--- src/rtl/rx_datapath_fifo_pkg.sv ---
// Shared constants for the UART receive datapath: shift-register width, FIFO entry layout
// and the frame-length helper. RX_BREAK_DET_EN widens each entry by one break bit.
package uart_rx_pkg;

    localparam int SR_W     = 10;
    localparam int DATA_LSB = 0;
    localparam int DATA_W   = 8;
    localparam int PERR_BIT = 8;
    localparam int FERR_BIT = 9;
`ifdef RX_BREAK_DET_EN
    localparam int BRK_BIT  = 10;
    localparam int ENTRY_W  = 11;
`else
    localparam int ENTRY_W  = 10;
`endif

    // Data bits + optional parity bit + one stop bit.
    function automatic logic [3:0] frame_len(input logic eight, input logic pen);
        return 4'd8 + {3'b000, eight} + {3'b000, pen};
    endfunction

endpackage

--- src/rtl/rx_datapath_fifo_if.sv ---
// Control-FSM strobes, mode bits and host read port of the receive datapath.
// master drives the strobes/read and observes the head; slave is the datapath.
interface rx_datapath_fifo_if;
    logic       i_btu;
    logic       i_start;
    logic       i_done;
    logic       i_rx;
    logic       i_eight;
    logic       i_pen;
    logic       i_ohel;
    logic       i_read;
    logic       o_rxrdy;
    logic [7:0] o_rx_byte;
    logic       o_perr;
    logic       o_ferr;
    logic       o_ovf;
`ifdef RX_BREAK_DET_EN
    logic       o_brk;
`endif

    modport master (
        output i_btu, i_start, i_done, i_rx, i_eight, i_pen, i_ohel, i_read,
`ifdef RX_BREAK_DET_EN
        input  o_brk,
`endif
        input  o_rxrdy, o_rx_byte, o_perr, o_ferr, o_ovf
    );

    modport slave (
        input  i_btu, i_start, i_done, i_rx, i_eight, i_pen, i_ohel, i_read,
`ifdef RX_BREAK_DET_EN
        output o_brk,
`endif
        output o_rxrdy, o_rx_byte, o_perr, o_ferr, o_ovf
    );

endinterface

--- src/rtl/rx_sync_fifo.sv ---
// Generic synchronous FIFO, first-word fall-through from registered storage, 1-cycle push-to-head.
// Push while full is accepted only together with a pop; pop while empty is ignored.
module rx_sync_fifo #(
    parameter int DEPTH = 4,
    parameter int W     = 10,
    parameter int AW    = $clog2(DEPTH)
) (
    input  logic          clk,
    input  logic          rst_n,
    input  logic          push,
    input  logic [W-1:0]  push_dat,
    input  logic          pop,
    output logic [W-1:0]  pop_dat,
    output logic          full,
    output logic          empty,
    output logic [AW:0]   count
);

    localparam logic [AW:0] FULL_CNT = (AW+1)'(DEPTH);

    logic [W-1:0]  mem_q [DEPTH];
    logic [W-1:0]  mem_d [DEPTH];
    logic [AW-1:0] wr_ptr_q, wr_ptr_d;
    logic [AW-1:0] rd_ptr_q, rd_ptr_d;
    logic [AW:0]   count_q, count_d;
    logic          push_ok;
    logic          pop_ok;

    assign full    = (count_q == FULL_CNT);
    assign empty   = (count_q == '0);
    assign count   = count_q;
    assign pop_dat = mem_q[rd_ptr_q];

    always_comb begin
        pop_ok   = pop & ~empty;
        push_ok  = push & (~full | pop_ok);
        mem_d    = mem_q;
        wr_ptr_d = wr_ptr_q;
        rd_ptr_d = rd_ptr_q;
        count_d  = count_q + {{AW{1'b0}}, push_ok} - {{AW{1'b0}}, pop_ok};
        if (push_ok) begin
            mem_d[wr_ptr_q] = push_dat;
            wr_ptr_d        = wr_ptr_q + AW'(1);
        end
        if (pop_ok) begin
            rd_ptr_d = rd_ptr_q + AW'(1);
        end
    end

    always_ff @(posedge clk) begin
        if (!rst_n) begin
            wr_ptr_q <= '0;
            rd_ptr_q <= '0;
            count_q  <= '0;
        end else begin
            wr_ptr_q <= wr_ptr_d;
            rd_ptr_q <= rd_ptr_d;
            count_q  <= count_d;
        end
    end

    // Storage needs no reset: the head is only meaningful while count is non-zero.
    always_ff @(posedge clk) begin
        mem_q <= mem_d;
    end

endmodule

--- src/rtl/rx_datapath_fifo.sv ---
// UART RX datapath: deserialise, check parity/framing, queue frames; head valid 1 cycle after i_done.
// Frames arriving while full (without a same-cycle pop) are dropped and set sticky o_ovf; RX_BREAK_DET_EN adds o_brk.
module rx_datapath_fifo
    import uart_rx_pkg::*;
#(
    parameter int DEPTH = 4,
    parameter int AW    = $clog2(DEPTH)
) (
    input  logic               i_clk,
    input  logic               i_rst_n,
    rx_datapath_fifo_if.slave  rx
);

    logic [SR_W-1:0]    sr_q, sr_d;
    logic               ovf_q, ovf_d;
    logic [3:0]         rshift;
    logic [SR_W-1:0]    remap;
    logic [7:0]         data;
    logic               par_bit;
    logic               stop_bit;
    logic               perr;
    logic               ferr;
    logic [ENTRY_W-1:0] push_entry;
    logic [ENTRY_W-1:0] head;
    logic               pop_ok;
    logic               fifo_full;
    logic               fifo_empty;
    logic [AW:0]        fifo_count;

    always_comb begin
        sr_d = sr_q;
        if (rx.i_start) begin
            sr_d = '0;
        end else if (rx.i_btu) begin
            sr_d = {rx.i_rx, sr_q[SR_W-1:1]};
        end
    end

    // Shorter frames sit high in the register; shift so the first data bit is at bit 0.
    always_comb begin
        rshift   = 4'(SR_W) - frame_len(rx.i_eight, rx.i_pen);
        remap    = sr_q >> rshift;
        data     = {rx.i_eight & remap[7], remap[6:0]};
        par_bit  = rx.i_eight ? remap[8] : remap[7];
        case ({rx.i_eight, rx.i_pen})
            2'b00:   stop_bit = remap[7];
            2'b11:   stop_bit = remap[9];
            default: stop_bit = remap[8];
        endcase
        perr = rx.i_pen & ((^data ^ rx.i_ohel) != par_bit);
        ferr = ~stop_bit;

        push_entry                          = '0;
        push_entry[DATA_LSB +: DATA_W]      = data;
        push_entry[PERR_BIT]                = perr;
        push_entry[FERR_BIT]                = ferr;
`ifdef RX_BREAK_DET_EN
        push_entry[BRK_BIT] = (data == 8'h00) & ~stop_bit & (~par_bit | ~rx.i_pen);
`endif
    end

    // A same-cycle overflow outranks the clearing pop.
    always_comb begin
        pop_ok = rx.i_read & ~fifo_empty;
        ovf_d  = ovf_q;
        if (pop_ok) begin
            ovf_d = 1'b0;
        end
        if (rx.i_done & fifo_full & ~pop_ok) begin
            ovf_d = 1'b1;
        end
    end

    always_ff @(posedge i_clk) begin
        if (!i_rst_n) begin
            sr_q  <= '0;
            ovf_q <= 1'b0;
        end else begin
            sr_q  <= sr_d;
            ovf_q <= ovf_d;
        end
    end

    rx_sync_fifo #(
        .DEPTH (DEPTH),
        .W     (ENTRY_W),
        .AW    (AW)
    ) u_fifo (
        .clk      (i_clk),
        .rst_n    (i_rst_n),
        .push     (rx.i_done),
        .push_dat (push_entry),
        .pop      (pop_ok),
        .pop_dat  (head),
        .full     (fifo_full),
        .empty    (fifo_empty),
        .count    (fifo_count)
    );

    assign rx.o_rxrdy   = (fifo_count != '0);
    assign rx.o_rx_byte = fifo_empty ? 8'h00 : head[DATA_LSB +: DATA_W];
    assign rx.o_perr    = ~fifo_empty & head[PERR_BIT];
    assign rx.o_ferr    = ~fifo_empty & head[FERR_BIT];
    assign rx.o_ovf     = ovf_q;
`ifdef RX_BREAK_DET_EN
    assign rx.o_brk     = ~fifo_empty & head[BRK_BIT];
`endif

endmodule

--- src/flat_wrapper.sv ---
// flat-port wrapper written by rule: the top's interface ports become plain ports
module rx_datapath_fifo_flat import uart_rx_pkg::*;
#(
    parameter int DEPTH = 4,
    parameter int AW    = $clog2(DEPTH)
)
  (i_clk, i_rst_n, rx_i_btu, rx_i_start, rx_i_done, rx_i_rx, rx_i_eight, rx_i_pen, rx_i_ohel, rx_i_read, rx_o_rxrdy, rx_o_rx_byte, rx_o_perr, rx_o_ferr, rx_o_ovf);
  rx_datapath_fifo_if rx_i ();
  input  logic i_clk;
  input  logic i_rst_n;
  input wire logic [$bits(rx_i.i_btu)-1:0] rx_i_btu;
  input wire logic [$bits(rx_i.i_start)-1:0] rx_i_start;
  input wire logic [$bits(rx_i.i_done)-1:0] rx_i_done;
  input wire logic [$bits(rx_i.i_rx)-1:0] rx_i_rx;
  input wire logic [$bits(rx_i.i_eight)-1:0] rx_i_eight;
  input wire logic [$bits(rx_i.i_pen)-1:0] rx_i_pen;
  input wire logic [$bits(rx_i.i_ohel)-1:0] rx_i_ohel;
  input wire logic [$bits(rx_i.i_read)-1:0] rx_i_read;
  output wire logic [$bits(rx_i.o_rxrdy)-1:0] rx_o_rxrdy;
  output wire logic [$bits(rx_i.o_rx_byte)-1:0] rx_o_rx_byte;
  output wire logic [$bits(rx_i.o_perr)-1:0] rx_o_perr;
  output wire logic [$bits(rx_i.o_ferr)-1:0] rx_o_ferr;
  output wire logic [$bits(rx_i.o_ovf)-1:0] rx_o_ovf;
  assign rx_i.i_btu = rx_i_btu;
  assign rx_i.i_start = rx_i_start;
  assign rx_i.i_done = rx_i_done;
  assign rx_i.i_rx = rx_i_rx;
  assign rx_i.i_eight = rx_i_eight;
  assign rx_i.i_pen = rx_i_pen;
  assign rx_i.i_ohel = rx_i_ohel;
  assign rx_i.i_read = rx_i_read;
  assign rx_o_rxrdy = rx_i.o_rxrdy;
  assign rx_o_rx_byte = rx_i.o_rx_byte;
  assign rx_o_perr = rx_i.o_perr;
  assign rx_o_ferr = rx_i.o_ferr;
  assign rx_o_ovf = rx_i.o_ovf;
  rx_datapath_fifo #(.DEPTH(DEPTH), .AW(AW)) u_core (.i_clk(i_clk), .i_rst_n(i_rst_n), .rx(rx_i));
endmodule
--- config.mk ---
export PLATFORM = sky130hd
export DESIGN_NAME = rx_datapath_fifo_flat
export DESIGN_NICKNAME = d
export VERILOG_FILES = /design/src/rtl/rx_datapath_fifo_pkg.sv /design/src/rtl/rx_datapath_fifo_if.sv /design/src/rtl/rx_sync_fifo.sv /design/src/rtl/rx_datapath_fifo.sv /design/src/flat_wrapper.sv
export SDC_FILE = /design/constraint.sdc
export NUM_CORES = 1
export LEC_CHECK = 0
export ABC_AREA = 1
export ABC_CLOCK_PERIOD_IN_PS = 1800
export CAP_MARGIN = 20
export CORE_MARGIN = 4
export CORE_UTILIZATION = 52
export CTS_CLUSTER_DIAMETER = 30
export CTS_CLUSTER_SIZE = 40
export DETAILED_ROUTE_END_ITERATION = 6
export GPL_ROUTABILITY_DRIVEN = 0
export PLACE_DENSITY_LB_ADDON = 0.12
export SYNTH_ARGS = -nofsm -noshare
export SYNTH_HDL_FRONTEND = slang
export SYNTH_SLANG_ARGS = --single-unit
export TNS_END_PERCENT = 100
--- constraint.sdc ---
create_clock -name i_clk -period 1.8 [get_ports i_clk]
set_input_delay 0.27 -clock i_clk [delete_from_list [all_inputs] [get_ports i_clk]]
set_output_delay 0.27 -clock i_clk [all_outputs]
set_load 0.03 [all_outputs]
# --- Yosys cells after proc, flatten, opt, wreduce, memory -nomap -nowiden ---
# Cells that the tools add are included.
op_classes:
  n_addsub: 7
  order_cmp: 3
  n_eq_ne: 3
  shifts: 1
  mux: 11
  bitwise: 18
  n_reduce_logical: 7
ops:
  columns: ["op", "count"]
  rows:
  - ["$bwmux 40", 1]
  - ["$mux 10", 3]
  - ["$bmux 10 s2", 1]
  - ["$demux 10 s2", 1]
  - ["$shr 10x4->10", 1]
  - ["$and 1x1->1", 9]
  - ["$mux 8", 1]
  - ["$reduce_xor 8->1", 1]
  - ["$ge 3x3->1 const B", 2]
  - ["$not 2->3", 2]
  - ["$not 1->1", 5]
  - ["$add 2x1->2 const B", 2]
  - ["$add 4x1->4", 1]
  - ["$add 4x1->4 const A", 1]
  - ["$sub 4x4->4 const A", 1]
  - ["$add 3x1->3", 1]
  - ["$eq 3x3->1 const B", 1]
  - ["$logic_not 3->1", 1]
  - ["$lt 3x1->1 const B", 1]
  - ["$mux 1", 3]
  - ["$reduce_bool 3->1", 1]
  - ["$sub 3x1->3", 1]
  - ["$eq 2x2->1 const B", 1]
  - ["$logic_not 2->1", 1]
  - ["7 further kinds", 7]
totals:
  register_bits: 58
  inputBits: 10
  out_inout_bits: 12
  word_cells: 59

# --- Depth between registers and ports, before layout ---
# Gate-level depths: netlist of run 1.
logic_depth:
  word_depth: 10
  depth_mapped: 16
  mapped_depth_nobuf: 15

# --- By module ---
# From an unflattened synthesis of run 1, not the netlist that was laid out.
hier_totals:
  cells_unflattened: 341
  area_unflattened_um2: 2950.3
by_module_without_submodules:
  columns: ["module", "instances", "cells_each", "area_per_inst_um2", "seq_area_each_um2"]
  rows:
  - ["rx_sync_fifo", 1, 162, 1940.6, 1341.3]
  - ["rx_datapath_fifo", 1, 179, 1009.7, 220.2]

# --- Worst setup path after synthesis of run 1 ---
# OpenSTA, ideal clock, no wires.
synth_path:
  path_kind: "register to register"
  from: "reg u_core.u_fifo.count_q[2] (netlist: u_core.u_fifo.count[2])"
  to: "reg u_core.u_fifo.count_q[2] (netlist: u_core.u_fifo.count[2])"
  setup_time_ps: 115
  arrival_ps: 1800
  required_ps: 1685
  slack_ps: -115
  stages_incl_launch_ff: 9
  n_path_buf: 0
  period_less_slack_ps: 1915
  path_cell_list: "dfxtp_1 -> nor3_1 -> nor2_1 -> ha_1 -> inv_1 -> ha_1 -> fa_1 -> xnor2_1 -> nor2_1"
synth_between:
  elab_chain_len: 8
  elab_cells_between_ends: 10
  classes_between: "add/sub: 2; eq/ne: 1; bitwise: 6; reduce/logical: 1"
synth_rtl:
  columns: ["item", "line_no", "rtl"]
  rows:
  - ["start: declaration", "rx_sync_fifo.sv:25", "logic [AW:0] count_q, count_d;"]
  - ["start signal: assignment", "rx_sync_fifo.sv:58", "count_q <= count_d;"]
  - ["$logic_not 3->1 *", "rx_sync_fifo.sv:30", "assign empty = (count_q == '0);"]
  - ["$not 1->1 *", "rx_sync_fifo.sv:35, rx_datapath_fifo.sv:64", null]
  - ["$and 1x1->1", "rx_datapath_fifo.sv:64", "pop_ok = rx.i_read & ~fifo_empty;"]
  - ["$and 1x1->1 *", "rx_sync_fifo.sv:35", "pop_ok = pop & ~empty;"]
  - ["net u_core.u_fifo.pop_ok", "rx_sync_fifo.sv:27", "logic pop_ok;"]
  - ["$or 1x1->1", "rx_sync_fifo.sv:36", "push_ok = push & (~full | pop_ok);"]
  - ["$and 1x1->1", "rx_sync_fifo.sv:36", null]
  - ["$add 3x1->3", "rx_sync_fifo.sv:40", "count_d = count_q + {{AW{1'b0}}, push_ok} - {{AW{1'b0}}, pop_ok};"]
  - ["$sub 3x1->3 *", "rx_sync_fifo.sv:40", null]
# The timed path passes the listed nets; every way through them passes the cells marked *.
# A chain may end at the register's enable or synchronous reset.

# --- Final worst setup path of run 1 ---
layout_path:
  from: "reg u_core.u_fifo.count_q[1] (netlist: u_core.u_fifo.count[1])"
  to: "reg u_core.u_fifo.count_q[1] (netlist: u_core.u_fifo.count[1])"
layout_between:
  elab_chain_len: 8
  elab_cells_between_ends: 10
  classes_between: "add/sub: 2; eq/ne: 1; bitwise: 6; reduce/logical: 1"
layout_rtl:
  columns: ["item", "line_no"]
  rows:
  - ["$logic_not 3->1", "rx_sync_fifo.sv:30"]
  - ["$not 1->1", "rx_sync_fifo.sv:35, rx_datapath_fifo.sv:64"]
  - ["$and 1x1->1", "rx_datapath_fifo.sv:64"]
  - ["$and 1x1->1", "rx_sync_fifo.sv:35"]
  - ["$or 1x1->1", "rx_sync_fifo.sv:36"]
  - ["$and 1x1->1", "rx_sync_fifo.sv:36"]
  - ["$add 3x1->3", "rx_sync_fifo.sv:40"]
  - ["$sub 3x1->3 *", "rx_sync_fifo.sv:40"]
  - ["net u_core.u_fifo.count_d[1]", "rx_sync_fifo.sv:25"]
# Marked as above.

==> flow_summary.toml, run 1 <==
[routing]
vias_per_cell = 5.15
firstDrtPassIters = 5
dr_total_vias = 2342
wl_um = 6340
ant_nets = 0
drtIter0Drc = 107
routedWlPerCell_um = 13.9
drc = 0

[timing]
slew_headroom_pct = 78.8
hold_viol = 0
fin_ws_ns = 0.0196
layout_min_cycle_time_ns = 1.78
worst_slew_pin_slew_ns = 0.317
fin_crit_sh_pct = 98.9
clock.fmax_ghz = 0.562
finalClockSkew_ns = 0.0115
holdWs_ns = 0.446
rsz0062_at_grt = "yes"
finalSetupViolations = 0
slew_violations = 0

[cells_and_area]
nets = 399
num_antenna_cells = 0
drive_gt1_share_pct = 30.4
syn2layout_area_growth_pct = 30.7

[clock_network]
cts.clk_slew.worst_paths_ns = 0.07
clock_latency_ns = 0.33
clock_sinks = 58
cts_tree = "yes"
htree_levels = 3
root_buffer = "clkbuf_8"
cts_made_buffers = 9
cts_max_path_buffers = 2

[synth]
synth.most_common_cell = "nor2_1"
ys_top_cells_by_count = "63 x nor2_1, 58 x nand2_1, 40 x edfxtp_1"
synth.avg_cell_area_um2 = 8.78
yosysTopAreaCellShare_pct = 42.3
async_flop_share_pct = 0
synth.largest_area_cell = "edfxtp_1"
synthCells = 323
synth-edff-count = 40
seq_area_frac_synth_pct = 55.1
syn_area_um2 = 2840
synth_area_leaders = "edfxtp_1 42%, dfxtp_1 13%, nor2_1 8.3%"
yosysWarnings = 0
ys_dominant_reg_cell = "edfxtp_1"
ys_ff_latch = 58
synth_nets = 342
ys_types = 25

[worst_setup_path]
cp.arrival_ns = 2.06
worstPathMaxFanout = 3
r2r_slack_ns = 0.02
worst_path_dominant_cell_family = "adder cells"
endpoint_kind = "flip-flop"
worst-path-buf-inv = 3
path_cells = "inv_4, nand2_2, nor2_2, nand2_1, nand2_2, ha_4, inv_2, ha_4, fa_2, nand2_1, inv_1"
cpPeakStageDelay_ns = 0.51
required_ns = 2.08
crit_slowest_cell = "fa_2"
worstSetupPathType = "reg -> reg"
start_kind = "flip-flop"

[power]
p_leak_nw = 1.54
total_power_w = 0.00457
vdd_drop_max_v = 0.000615
p_per_area_nw_per_um2 = 1230

[min_path]
holdCritPathClass = "in -> reg"

[global_routing]
antenna_found_initial = 0
grt.total_usage_pct = 20.1
grt_pass1_vias = 2213
grt_overflow = 0
grt_pass1_wl_um = 10000
grt_max_degree = 18

[floorplan]
die_w_um = 81.9
start_util_pct = 54.5
io_pins = 22
die_y_um = 81.9
fp.coreArea_um2 = 5200
die_area_um2 = 6700
rows = 26

[placed_design]
dpl.hpwl_um = 4080
place_ws_ns = -0.649
portBuffers = 21

[run]
max-cap-violations = 0

[outcome]
outcome = "complete, no violations"
## cell usage in the layout (no fill, tap or decap), types with 4 or more instances in the layout
cell,n
nand3_1,11
buf_6,4
o21ai_0,18
inv_2,6
clkdlybuf4s50_1,8
o21ai_1,8
buf_4,39
dfxtp_1,13
a21oi_1,13
nand2_1,47
nor2_1,56
nand3_2,7
ha_1,5
inv_1,27
clkbuf_8,9
nand2_2,17
a211oi_1,11
nor2_2,7
edfxtp_1,40
## metal layers
| layer | wire length, um | share of wire (%) | vias to the layer above | track usage, % |
|---|---|---|---|---|
| li1 | - | - | 1183 | - |
| met1 | 2740 | 43 | 1097 | 23.4 |
| met2 | 3250 | 51 | 48 | 35.1 |
| met3 | 223 | 3.5 | 14 | 4.61 |
| met4 | 127 | 2.0 | 0 | 8.80 |
| met5 | 0 | 0 | - | 0 |
## area by class of cell
type                       count  area (um^2)
inverter                      36          144
timing repair buffer          58          513
multi-input combinational    216         1200
fill                         410         1500
clock inverter                 4         42.5
sequential                    58         1570
timing repair inverter         1         7.51
clock buffer                  12          135
tap                           70         87.6
## stage by stage
stage / instance area [um^2] / std cells / utilization [%] / TNS (ns)
6_report: 3710 / 455 / 71.2 / 0
5_1_grt: 3710 / 455 / 71.2 / -0.285
4_1_cts: 3520 / 447 / 67.7 / -0.00272
3_5_place_dp: 3290 / 429 / 63.1 / -12.36
3_3_place_gp: 3290 / 429 / 63.1 / -10.50
2_1_floorplan: 2860 / 323 / - / 0
## cell families after synthesis
family,count (synthesis),share of synthesized area (%)
xor+xnor,2,0.618
fa+ha+maj,9,4.23
simple gates,149,21.7
compound gates,56,11.1
buf+inv,49,7.28
flops,58,55.1
## worst register-to-register path, stage by stage, from the launching register on
cell	delay [ns]
dfxtp_4	0.38
inv_4	0.04
nand2_2	0.05
nor2_2	0.04
nand2_1	0.08
nand2_2	0.08
ha_4	0.27
inv_2	0.04
ha_4	0.15
fa_2	0.51
nand2_1	0.05
inv_1	0.05
## power by group
group,leakage (nW),internal [W],switching (W),total [W]
Combinational,0.928,0.000719,0.00108,0.00180
Sequential,0.519,0.00159,0.0000914,0.00168
Clock,0.0894,0.000629,0.000464,0.00109
## repair_timing
| item | in CTS | in global routing |
|---|---|---|
| setup buffers | 1 | 5 |
| hold buffers | 0 | 0 |
| pin swaps | 12 | 25 |
| gates resized for setup | 13 | 52 |
| setup endpoints to repair | 13 | 17 |
| gates cloned | 1 | 3 |
## sequential cells by signal, summed over array words and instances, names as in the netlist
register,count
u_core.rx.o_ovf,1
u_core.u_fifo.rd_ptr_q,2
u_core.sr_q,10
u_core.u_fifo.mem_q,40
u_core.u_fifo.wr_ptr_q,2
u_core.u_fifo.count,3
## worst paths after layout
path         depth (start not counted)                      end                   start
min reg2reg                          2          u_core.rx.o_ovf         u_core.rx.o_ovf
max reg2reg                         11   u_core.u_fifo.count[1]  u_core.u_fifo.count[1]
max                                 11   u_core.u_fifo.count[1]  u_core.u_fifo.count[1]
min                                  4  u_core.u_fifo.mem_q[27]              rx_i_eight
Note: power is estimated with default switching activity, not from simulation.
==> run 2, diff against run 1 <==
--- a/config.mk
+++ b/config.mk
@@ -18,4 +18,3 @@
 export SYNTH_ARGS = -nofsm -noshare
 export SYNTH_HDL_FRONTEND = slang
 export SYNTH_SLANG_ARGS = --single-unit
-export TNS_END_PERCENT = 100
==> results of run 2 <==
Same layout as run 1: the final DEF is identical, and so are final timing and power.
==> run 3, diff against run 2 <==
--- a/config.mk
+++ b/config.mk
@@ -8,9 +8,10 @@
 export ABC_AREA = 1
 export ABC_CLOCK_PERIOD_IN_PS = 1800
 export CAP_MARGIN = 20
+export CELL_PAD_IN_SITES_DETAIL_PLACEMENT = 1
+export CELL_PAD_IN_SITES_GLOBAL_PLACEMENT = 2
 export CORE_MARGIN = 4
-export CORE_UTILIZATION = 52
-export CTS_CLUSTER_DIAMETER = 30
+export CORE_UTILIZATION = 32
 export CTS_CLUSTER_SIZE = 40
 export DETAILED_ROUTE_END_ITERATION = 6
 export GPL_ROUTABILITY_DRIVEN = 0
==> run 3 against run 2 <==
Net effect:
- worst hold slack improved by 0.012 ns
- flip-flop and latch count did not move
- clock power increased by 19%
- largest power group unchanged
- fmax increased by 0.46%
- total power is 11% higher
- non-clock buffer count is 16 higher
- cell count increased by 12%
- clock skew decreased by 0.0014 ns
==> flow_summary.toml, run 3 (synthesized netlist as in run 1, its figures left out) <==
[clock_network]
cts_max_path_buffers = 2
clock_sinks = 58
htree_levels = 3
cts.clk_slew.worst_paths_ns = 0.07
root_buffer = "clkbuf_8"
cts_tree = "yes"
cts_hold_buf = 0
clock_latency_ns = 0.34
cts_made_buffers = 9

[power]
netSwitchingPower_w = 0.00179
intPower_w = 0.00330
p_sw_share_pct = 35.2
power.share.clock_pct = 25.5
p_leak_nw = 1.63
power_frac_comb_pct = 41.3
vdd_drop_max_v = 0.000463
p_seq_share_pct = 33.1
p_per_area_nw_per_um2 = 1290

[worst_setup_path]
worstSetupPathType = "reg -> reg"
cp.arrival_ns = 2.04
reg2reg_depth = 8
crit_slowest_cell = "dfxtp_4"
r2r-end = "u_core.u_fifo.count[2]"
worst_path_dominant_cell_family = "adder cells"
cpMostUsedCell = "ha_4"
cpPeakStageDelay_ns = 0.36
start_kind = "flip-flop"
required_ns = 2.07
worst-path-buf-inv = 1
worstPathMaxFanout = 3
timing.rr.start = "u_core.u_fifo.count[1]"
endpoint_kind = "flip-flop"
path_cells = "nor3_4, nor2_2, ha_4, inv_2, ha_4, fa_2, xnor2_2, nor2_1"
crit_path_start = "u_core.u_fifo.count[1]"
r2r_slack_ns = 0.03

[floorplan]
die_w_um = 102
die_y_um = 102
die_area_um2 = 10400
fp.coreArea_um2 = 8680
rows = 34
io_pins = 22
start_util_pct = 32.7

[cells_and_area]
final_common_cell = "nor2_1"
top_register = "u_core.u_fifo.mem_q"
multi_input_area_um2 = 1230
drive_gt1_share_pct = 33.8
design_area_um2 = 3940
syn2layout_area_growth_pct = 38.7
mostFrequentLayoutCells = "57 x nor2_1, 53 x buf_4, 47 x nand2_1"
fin_cells = 508
num_antenna_cells = 0
n_fill_cell = 1049
seq_area_um2 = 1570
largest_reg_flops = 40
fin_util_pct = 45.3
nets = 414

[global_routing]
grt.total_usage_pct = 15.2
grt_overflow = 0
grt_pass1_vias = 2415
grt_pass1_wl_um = 12100
grt_max_degree = 18
antenna_found_initial = 0

[timing]
finalSetupViolations = 0
rsz0062_at_grt = "yes"
holdWs_ns = 0.458
layout_min_cycle_time_ns = 1.77
fin_crit_sh_pct = 98.5
hold_viol = 0
clock.fmax_ghz = 0.564
finalClockSkew_ns = 0.0101
worst_slew_pin_slew_ns = 0.304
slew_violations = 0
slew_headroom_pct = 79.7

[outcome]
outcome = "complete, no violations"

[routing]
drtIter0Drc = 41
vias_per_cell = 4.65
routedWlPerCell_um = 14.5
dr_total_vias = 2361
wl_um = 7350
ant_nets = 0
drc = 0
firstDrtPassIters = 4

[min_path]
holdPathEnd = "u_core.u_fifo.mem_q[8]"
holdCritPathClass = "in -> reg"
min_from = "rx_i_pen"
holdPathStages = 4

[placed_design]
placed_area_um2 = 3390
portBuffers = 21
dpl.hpwl_um = 5110
placed_cells = 475

[run]
max-cap-violations = 0
run 3: repair_timing:
item,CTS,global route
gates cloned,0,1
endpoints found under the setup margin,38,14
buffers inserted,10,6
gates resized for setup,32,42
pin swaps,20,12
run 3: worst max path at each step:
stage               cells after the start                      end
floorplan                              13  u_core.u_fifo.mem_q[18]
global placement                       14  u_core.u_fifo.mem_q[18]
detailed placement                     15  u_core.u_fifo.mem_q[18]
CTS                                    10   u_core.u_fifo.count[1]
global route                            8   u_core.u_fifo.count[2]
finish                                  8   u_core.u_fifo.count[2]
run 3: area by class of cell:
type	count	area share, %
Timing Repair Buffer	74	16.5
Tap cell	108	3.43
Clock buffer	10	3.24
Inverter	36	3.62
Clock inverter	6	2.07
Sequential cell	58	40.0
Multi-Input combinational cell	216	31.2
run 3: metrics by stage:
stage / TNS (ns) / total power, W / worst slack [ns]
finish: 0 / 0.00510 / 0.0277
global route: -0.244 / 0.00541 / -0.0390
CTS: 0 / 0.00495 / 0.0000133
detailed placement: -18.21 / 0.00338 / -0.827
global placement: -16.36 / 0.00334 / -0.731
floorplan: 0 / 0.00270 / 0.000440
run 3: worst min-delay path, delay by kind of cell:
family                 cells  cell delay, ns
AND/OR/NAND/NOR            2            0.13
buffers and inverters      2            0.23
run 3: power groups by stage:
stage	Combinational (W)	Sequential, W	Clock [W]
6_report	0.00211	0.00169	0.00130
5_1_grt	0.00232	0.00170	0.00140
4_1_cts	0.00194	0.00166	0.00134
3_5_place_dp	0.00171	0.00167	0
3_3_place_gp	0.00167	0.00167	0
2_1_floorplan	0.00103	0.00167	0
run 3: metal layers:
| layer | up-vias | GRT usage (%) | wire (um) |
|---|---|---|---|
| li1 | 1207 | - | - |
| met1 | 1126 | 19.2 | 3320 |
| met2 | 18 | 26.2 | 3830 |
| met3 | 10 | 2.25 | 89 |
| met4 | 0 | 6.05 | 113 |
| met5 | - | 0 | 0 |
